File: src/rtl/mips32r1_wb_pkg.sv
// Shared types for the mips32r1 Wishbone arbiter: FSM states, grant codes, defaults.
// Pure declarations; no timing or flow-control behaviour of its own.
package mips32r1_wb_pkg;

  typedef enum logic [1:0] {
    ST_IDLE   = 2'd0,
    ST_GNT_M0 = 2'd1,
    ST_GNT_M1 = 2'd2
  } arb_state_t;

  // One-hot grant, bit order {M1,M0}
  localparam logic [1:0] GRANT_NONE = 2'b00;
  localparam logic [1:0] GRANT_M0   = 2'b01;
  localparam logic [1:0] GRANT_M1   = 2'b10;

  localparam int DEFAULT_TIMEOUT_CYCLES = 255;

  function automatic logic [1:0] grant_of(input arb_state_t s);
    case (s)
      ST_GNT_M0: grant_of = GRANT_M0;
      ST_GNT_M1: grant_of = GRANT_M1;
      default:   grant_of = GRANT_NONE;
    endcase
  endfunction

endpackage

File: src/rtl/wb_watchdog.sv
// Counts stalled strobe cycles and flags abort combinationally when the limit is hit.
// Zero-latency abort; an ack or err in the limit cycle suppresses it. TIMEOUT_CYCLES=0 disables.
module wb_watchdog
  import mips32r1_wb_pkg::*;
#(
  parameter int TIMEOUT_CYCLES = DEFAULT_TIMEOUT_CYCLES
) (
  input  logic i_clk,
  input  logic i_rst,
  input  logic i_active,
  input  logic i_stb,
  input  logic i_ack,
  input  logic i_err,
  output logic o_abort
);

  localparam int              CW     = (TIMEOUT_CYCLES > 0) ? $clog2(TIMEOUT_CYCLES + 1) : 1;
  localparam logic [CW-1:0]   LIMIT  = CW'(TIMEOUT_CYCLES);
  localparam bit              ENABLE = (TIMEOUT_CYCLES != 0);

  logic [CW-1:0] r_count;
  logic          w_stall;
  logic          w_abort;

  assign w_stall = i_active & i_stb & ~i_ack & ~i_err;
  assign w_abort = ENABLE && w_stall && (r_count == LIMIT);
  assign o_abort = w_abort;

  // Count never passes LIMIT: the abort cycle itself clears it
  always_ff @(posedge i_clk) begin
    if (i_rst || !w_stall || w_abort) begin
      r_count <= '0;
    end else begin
      r_count <= r_count + 1'b1;
    end
  end

endmodule

File: src/rtl/mips32r1_wb_arbiter.sv
// Round-robin two-master Wishbone classic arbiter (M0 fetch, M1 load/store) with bus watchdog.
// Grant one cycle after cyc in IDLE, held until cyc drops; loser stalls with no ack/err.
module mips32r1_wb_arbiter
  import mips32r1_wb_pkg::*;
#(
  parameter int TIMEOUT_CYCLES = DEFAULT_TIMEOUT_CYCLES,
  parameter int AW             = 32
) (
  input  logic          wb_clk_i,
  input  logic          wb_rst_i,
  input  logic [AW-1:0] m0_adr_i,
  input  logic          m0_stb_i,
  input  logic          m0_cyc_i,
  output logic [31:0]   m0_dat_o,
  output logic          m0_ack_o,
  output logic          m0_err_o,
  input  logic [AW-1:0] m1_adr_i,
  input  logic [31:0]   m1_dat_i,
  input  logic [3:0]    m1_sel_i,
  input  logic          m1_we_i,
  input  logic          m1_stb_i,
  input  logic          m1_cyc_i,
  output logic [31:0]   m1_dat_o,
  output logic          m1_ack_o,
  output logic          m1_err_o,
  output logic [AW-1:0] s_adr_o,
  output logic [31:0]   s_dat_o,
  output logic [3:0]    s_sel_o,
  output logic          s_we_o,
  output logic          s_stb_o,
  output logic          s_cyc_o,
  input  logic [31:0]   s_dat_i,
  input  logic          s_ack_i,
  input  logic          s_err_i,
  output logic [1:0]    grant_o,
  output logic          timeout_o
);

  arb_state_t r_state;
  arb_state_t w_state_nxt;
  logic       r_last_m1;
  logic       w_last_m1_nxt;

  logic       w_gnt_cyc;
  logic       w_gnt_stb;
  logic       w_is_m0;
  logic       w_is_m1;
  logic       w_abort;

  always_ff @(posedge wb_clk_i) begin
    if (wb_rst_i) begin
      r_state   <= ST_IDLE;
      r_last_m1 <= 1'b0;
    end else begin
      r_state   <= w_state_nxt;
      r_last_m1 <= w_last_m1_nxt;
    end
  end

  // A tie goes to whichever master did not hold the bus last
  always_comb begin
    w_state_nxt   = r_state;
    w_last_m1_nxt = r_last_m1;
    case (r_state)
      ST_IDLE: begin
        if (m0_cyc_i && m1_cyc_i) begin
          w_state_nxt = r_last_m1 ? ST_GNT_M0 : ST_GNT_M1;
        end else if (m0_cyc_i) begin
          w_state_nxt = ST_GNT_M0;
        end else if (m1_cyc_i) begin
          w_state_nxt = ST_GNT_M1;
        end
      end
      ST_GNT_M0: begin
        if (!m0_cyc_i) begin
          w_state_nxt   = ST_IDLE;
          w_last_m1_nxt = 1'b0;
        end
      end
      ST_GNT_M1: begin
        if (!m1_cyc_i) begin
          w_state_nxt   = ST_IDLE;
          w_last_m1_nxt = 1'b1;
        end
      end
      default: w_state_nxt = ST_IDLE;
    endcase
  end

  // M0 is read-only, so its write-side fields are fixed
  always_comb begin
    s_adr_o   = '0;
    s_dat_o   = '0;
    s_sel_o   = '0;
    s_we_o    = 1'b0;
    w_gnt_cyc = 1'b0;
    w_gnt_stb = 1'b0;
    w_is_m0   = 1'b0;
    w_is_m1   = 1'b0;
    case (r_state)
      ST_GNT_M0: begin
        w_is_m0   = 1'b1;
        s_adr_o   = m0_adr_i;
        s_sel_o   = 4'hF;
        w_gnt_cyc = m0_cyc_i;
        w_gnt_stb = m0_stb_i;
      end
      ST_GNT_M1: begin
        w_is_m1   = 1'b1;
        s_adr_o   = m1_adr_i;
        s_dat_o   = m1_dat_i;
        s_sel_o   = m1_sel_i;
        s_we_o    = m1_we_i;
        w_gnt_cyc = m1_cyc_i;
        w_gnt_stb = m1_stb_i;
      end
      default: ;
    endcase
  end

  wb_watchdog #(
    .TIMEOUT_CYCLES (TIMEOUT_CYCLES)
  ) u_watchdog (
    .i_clk    (wb_clk_i),
    .i_rst    (wb_rst_i),
    .i_active (w_is_m0 | w_is_m1),
    .i_stb    (w_gnt_stb & w_gnt_cyc),
    .i_ack    (s_ack_i),
    .i_err    (s_err_i),
    .o_abort  (w_abort)
  );

  assign grant_o   = grant_of(r_state);
  assign s_cyc_o   = w_gnt_cyc & ~w_abort;
  assign s_stb_o   = w_gnt_stb & ~w_abort;
  assign timeout_o = w_abort;

  assign m0_dat_o  = s_dat_i;
  assign m1_dat_o  = s_dat_i;
  assign m0_ack_o  = s_ack_i & w_is_m0;
  assign m1_ack_o  = s_ack_i & w_is_m1;
  assign m0_err_o  = (s_err_i | w_abort) & w_is_m0;
  assign m1_err_o  = (s_err_i | w_abort) & w_is_m1;

endmodule

File: config.mk
export PLATFORM = sky130hd
export DESIGN_NAME = mips32r1_wb_arbiter
export DESIGN_NICKNAME = d
export VERILOG_FILES = /design/src/rtl/mips32r1_wb_pkg.sv /design/src/rtl/wb_watchdog.sv /design/src/rtl/mips32r1_wb_arbiter.sv
export SDC_FILE = /design/constraint.sdc
export NUM_CORES = 1
export LEC_CHECK = 0
export CORE_AREA = 2 2 111 113
export CTS_CLUSTER_DIAMETER = 60
export DETAILED_ROUTE_END_ITERATION = 10
export DIE_AREA = 0 0 113 115
export DONT_BUFFER_PORTS = 1
export GPL_ROUTABILITY_DRIVEN = 0
export PLACE_DENSITY = 0.3
export SLEW_MARGIN = 30
export SYNTH_ARGS = -nofsm -noshare
export SYNTH_HDL_FRONTEND = slang
export SYNTH_SLANG_ARGS = --single-unit
File: constraint.sdc
create_clock -name wb_clk_i -period 2 [get_ports wb_clk_i]
set_clock_uncertainty 0.2 [all_clocks]
set_input_delay 0.2 -clock wb_clk_i [delete_from_list [all_inputs] [get_ports wb_clk_i]]
set_output_delay 0.2 -clock wb_clk_i [all_outputs]
set_load 0.01 [all_outputs]
==> results.yml <==
yosys:
  synth.cells.most_frequent: "65 x buf_4, 37 x nor2b_1, 35 x and2_1"
  combinational_family_with_the_most_area_after_synthesis: "buffers and inverters"
  synth_compound_gate_area_share_pct: 21.7
  synth-adder-area-share_pct: 3.93
  synth-async-reset-ratio_pct: 0
  syn_area_per_cell_sq_um: 7.26
  synth.net_count: 410
  synthSimpleGateAreaFrac_pct: 30.7
  post-synth-top-area-fraction_pct: 25.6
  synth_cell_type_count: 32
  netlist_instances: 263
  synth-seq-area-share_pct: 11.5
  number_of_enable_type_register_cells_in_the_synthesized_netlist: 0
  netlist.top_cell.by_area: "buf_4"
  synth-warning-count: 0
  synthFlopType: "dfxtp_1"
  synth_top_cells_by_area: "buf_4 26%, a22oi_1 13%, nor2b_1 12%, dfxtp_1 12%, and2_1 11%"
  cell_with_the_most_instances_after_synthesis: "buf_4"
  ys_ff_latch: 11
  yosys-mux-area-fraction_pct: 0
  mappedNetlistArea_sq_um: 1910
  yosys.area_share.xor_xnor_pct: 1.38
power:
  pwr-share-seq_pct: 22.6
  netSwitchingFraction_pct: 33.6
  vdd_drop_max_mv: 0.277
  clock_share_of_power_pct: 35.8
  switchingPower_mw: 0.347
  p_comb_share_pct: 41.6
  internal_cell_power_mw: 0.684
  power.density_nw_per_um2: 510
  static-leakage-power_nw: 0.665
finish:
  fillerInstances: 1343
  share_of_final_layout_standard_cells_stronger_than_drive_strength_1_pct: 26.4
  layout.area.seq_sq_um: 225
  final_net_count: 368
  antenna_cells_inserted: 0
  finish.cell_count_without_fillers: 367
  syn2layout_area_growth_pct: 5.90
  final_util_pct: 17.1
  multi_input_gate_area_sq_um: 1200
min_path:
  hp-start: "m0_cyc_i"
  min_path_cells: 2
  min_delay_worst_endpoint: "r_last_m1"
  min-delay-path-class: "input port to flip-flop"
setup_path:
  critPathKind: "flip-flop to output pin"
  cp_num_buf_inv: 4
  critPathCaptureType: "output pin"
  critical_path.top_delay_family: "buffers and inverters"
  timing.critical_path.arrival_ps: 1740
  timing.critical_path.cells: "inv_4 -> buf_6 -> ha_4 -> nand4_1 -> buf_4 -> o41ai_2 -> buf_4"
  timing.rr.start: "r_state[1]"
  crit_path_start: "r_state[1]"
  timing.critical_path.mode_cell: "buf_4"
  worst-r2r-cell-count: 8
  critPathMaxStageDelay_ps: 370
  cpMaxStageDelayCell: "dfxtp_4"
  worst_r2r_endpoint: "u_watchdog.r_count[6]"
  r2r_slack_ps: 80
  critical_path.startpoint_type: "flip-flop"
  worst-path-max-fanout: 3
  critPathRequiredTime_ps: 1600
global_routing:
  grt-ovfl-total: 0
  wire_length_of_the_first_global_routing_pass_microns: 9780
  grtUsageTotal_pct: 9.94
  antenna_found_initial: 0
  largest_net_degree_at_the_start_of_global_routing: 39
  grt_pass1_vias: 1462
status:
  violations_in_the_final_reports: "DRC, setup timing"
  status: "finished with violations"
floorplan:
  die_area_sq_um: 13000
  floorplan.initialDensity_pct: 16.2
  floorplan.die.width_microns: 113
  core.rowCount: 40
  core_region_area_sq_um: 11800
  boundaryPins: 283
  die_h_microns: 115
timing:
  final_hold_viol_count: 0
  timing.final.max_slew_violations: 0
  worstMarginPinSlew_ps: 353
  final.period_utilization_pct: 107
  grt_setup_unrepaired: "true"
  final-setup-viol-count: 18
  finalWorstSetupSlack_ps: -137
  worst_slew_margin_rel_pct: 76.5
  timing.fmax_mhz: 468
  min_tclk_post_route_ps: 2140
clocking:
  clock_sink_count: 11
  numCtsBuffers: 3
  worst_setup_hold_path_clk_slew_ps: 50
  h_tree_level_count: 1
  cts_tree: "yes"
  root_buffer: "clkbuf_16"
  clk-insertion-delay-late_ps: 240
  cts-root-to-sink-buffers: 2
routing:
  first_pass_iters: 10
  route.detailed.vias_per_inst: 4.48
  postRouteWirelength_microns: 7740
  wl_per_cell_microns: 21.1
  ant_nets: 0
  route.detailed.drc: 19
  via_count: 1643
  initialDrtViolationCount: 110
placement:
  numPlacedInstances: 353
  portBuffers: 0
  dp.final_hpwl_microns: 6330
job:
  cap_violations: 0
placed cells by master (no fill, tap or decap), drive strengths merged, types with 2 or more instances in the layout:
master,netlist,routed
or3,3,3
a22oi,32,32
and2,35,35
dlygate4sd3,0,3
nand4,2,2
a21oi,7,7
xor2,2,2
a22o,2,2
o21ai,6,6
nand3,4,4
clkbuf,13,4
buf,69,32
a211oi,4,4
nor2b,37,37
dfxtp,11,11
nor2,3,3
ha,6,6
nand2,5,5
nor3,6,6
o41ai,2,2
inv,7,7
power by group through the flow:
stage	registers (mW)	logic, mW	clock network, mW
final	0.233	0.429	0.369
after global routing	0.234	0.467	0.397
after CTS	0.233	0.424	0.379
after detailed placement	0.233	0.381	0
after global placement	0.233	0.375	0
after floorplan	0.232	0.414	0
layer usage:
metal,vias up,track usage (%),part of all wire (%)
met4,0,1.71,0.13
met1,778,12.5,40
met2,118,16.6,49
met5,-,0,0
met3,2,3.64,11
li1,745,-,-
worst register-to-register path: stages (launching register included):
cell and delay [ps]:
dfxtp_4 370, inv_4 50, buf_6 110, ha_4 260, nand4_1 150, buf_4 180
buf_4 120, buf_4 160, a211oi_1 220
registers in the layout (all words and copies together) (netlist names):
name                flops
r_state                 2
r_last_m1               1
u_watchdog.r_count      8
worst max-delay path by stage:
stage	slack (ps)	endpoint	cells after the start
final	-140	m1_err_o	7
after floorplan	120	m1_err_o	6
after detailed placement	10	s_adr_o[19]	6
after global placement	30	m0_err_o	6
after CTS	-140	m1_err_o	6
after global routing	-200	m0_err_o	7
what timing repair did:
action | 4_1_cts | 5_1_grt
hold buffers | 3 | 0
pin swaps | 3 | 2
setup endpoints to repair | 41 | 44
hold endpoints to repair | 3 | 0
buffers inserted | 6 | 1
gates resized for setup | 19 | 10
cell type report:
| type | count | share of cell area [%] |
|---|---|---|
| tap | 147 | 9.10 |
| sequential | 11 | 11.1 |
| timing repair buffer | 35 | 15.0 |
| multi-input combinational | 163 | 59.3 |
| clock buffer | 4 | 3.90 |
| inverter | 7 | 1.55 |
logic make-up after synthesis:
| kind of cell | count (synthesis) |
|---|---|
| xor gates and xnor gates | 3 |
| DFF | 11 |
| adders and majority gates | 6 |
| AOI/OAI and AO/OA | 57 |
| and+or+nand+nor | 97 |
| buffers and inverters | 89 |
metrics by stage:
stage	setup WS (ps)	area (sq um)	setup TNS, ps	power (mW)	hold WS, ps
after floorplan	122	1920	0	0.646	69.1
after global placement	29.1	1730	0	0.608	76.8
after detailed placement	10.7	1730	0	0.615	71.4
after CTS	-142	1970	-1060	1.04	24.8
after global routing	-199	2020	-3600	1.10	39.8
final	-137	2020	-969	1.03	22.5
(Power assumes the default switching activity.)
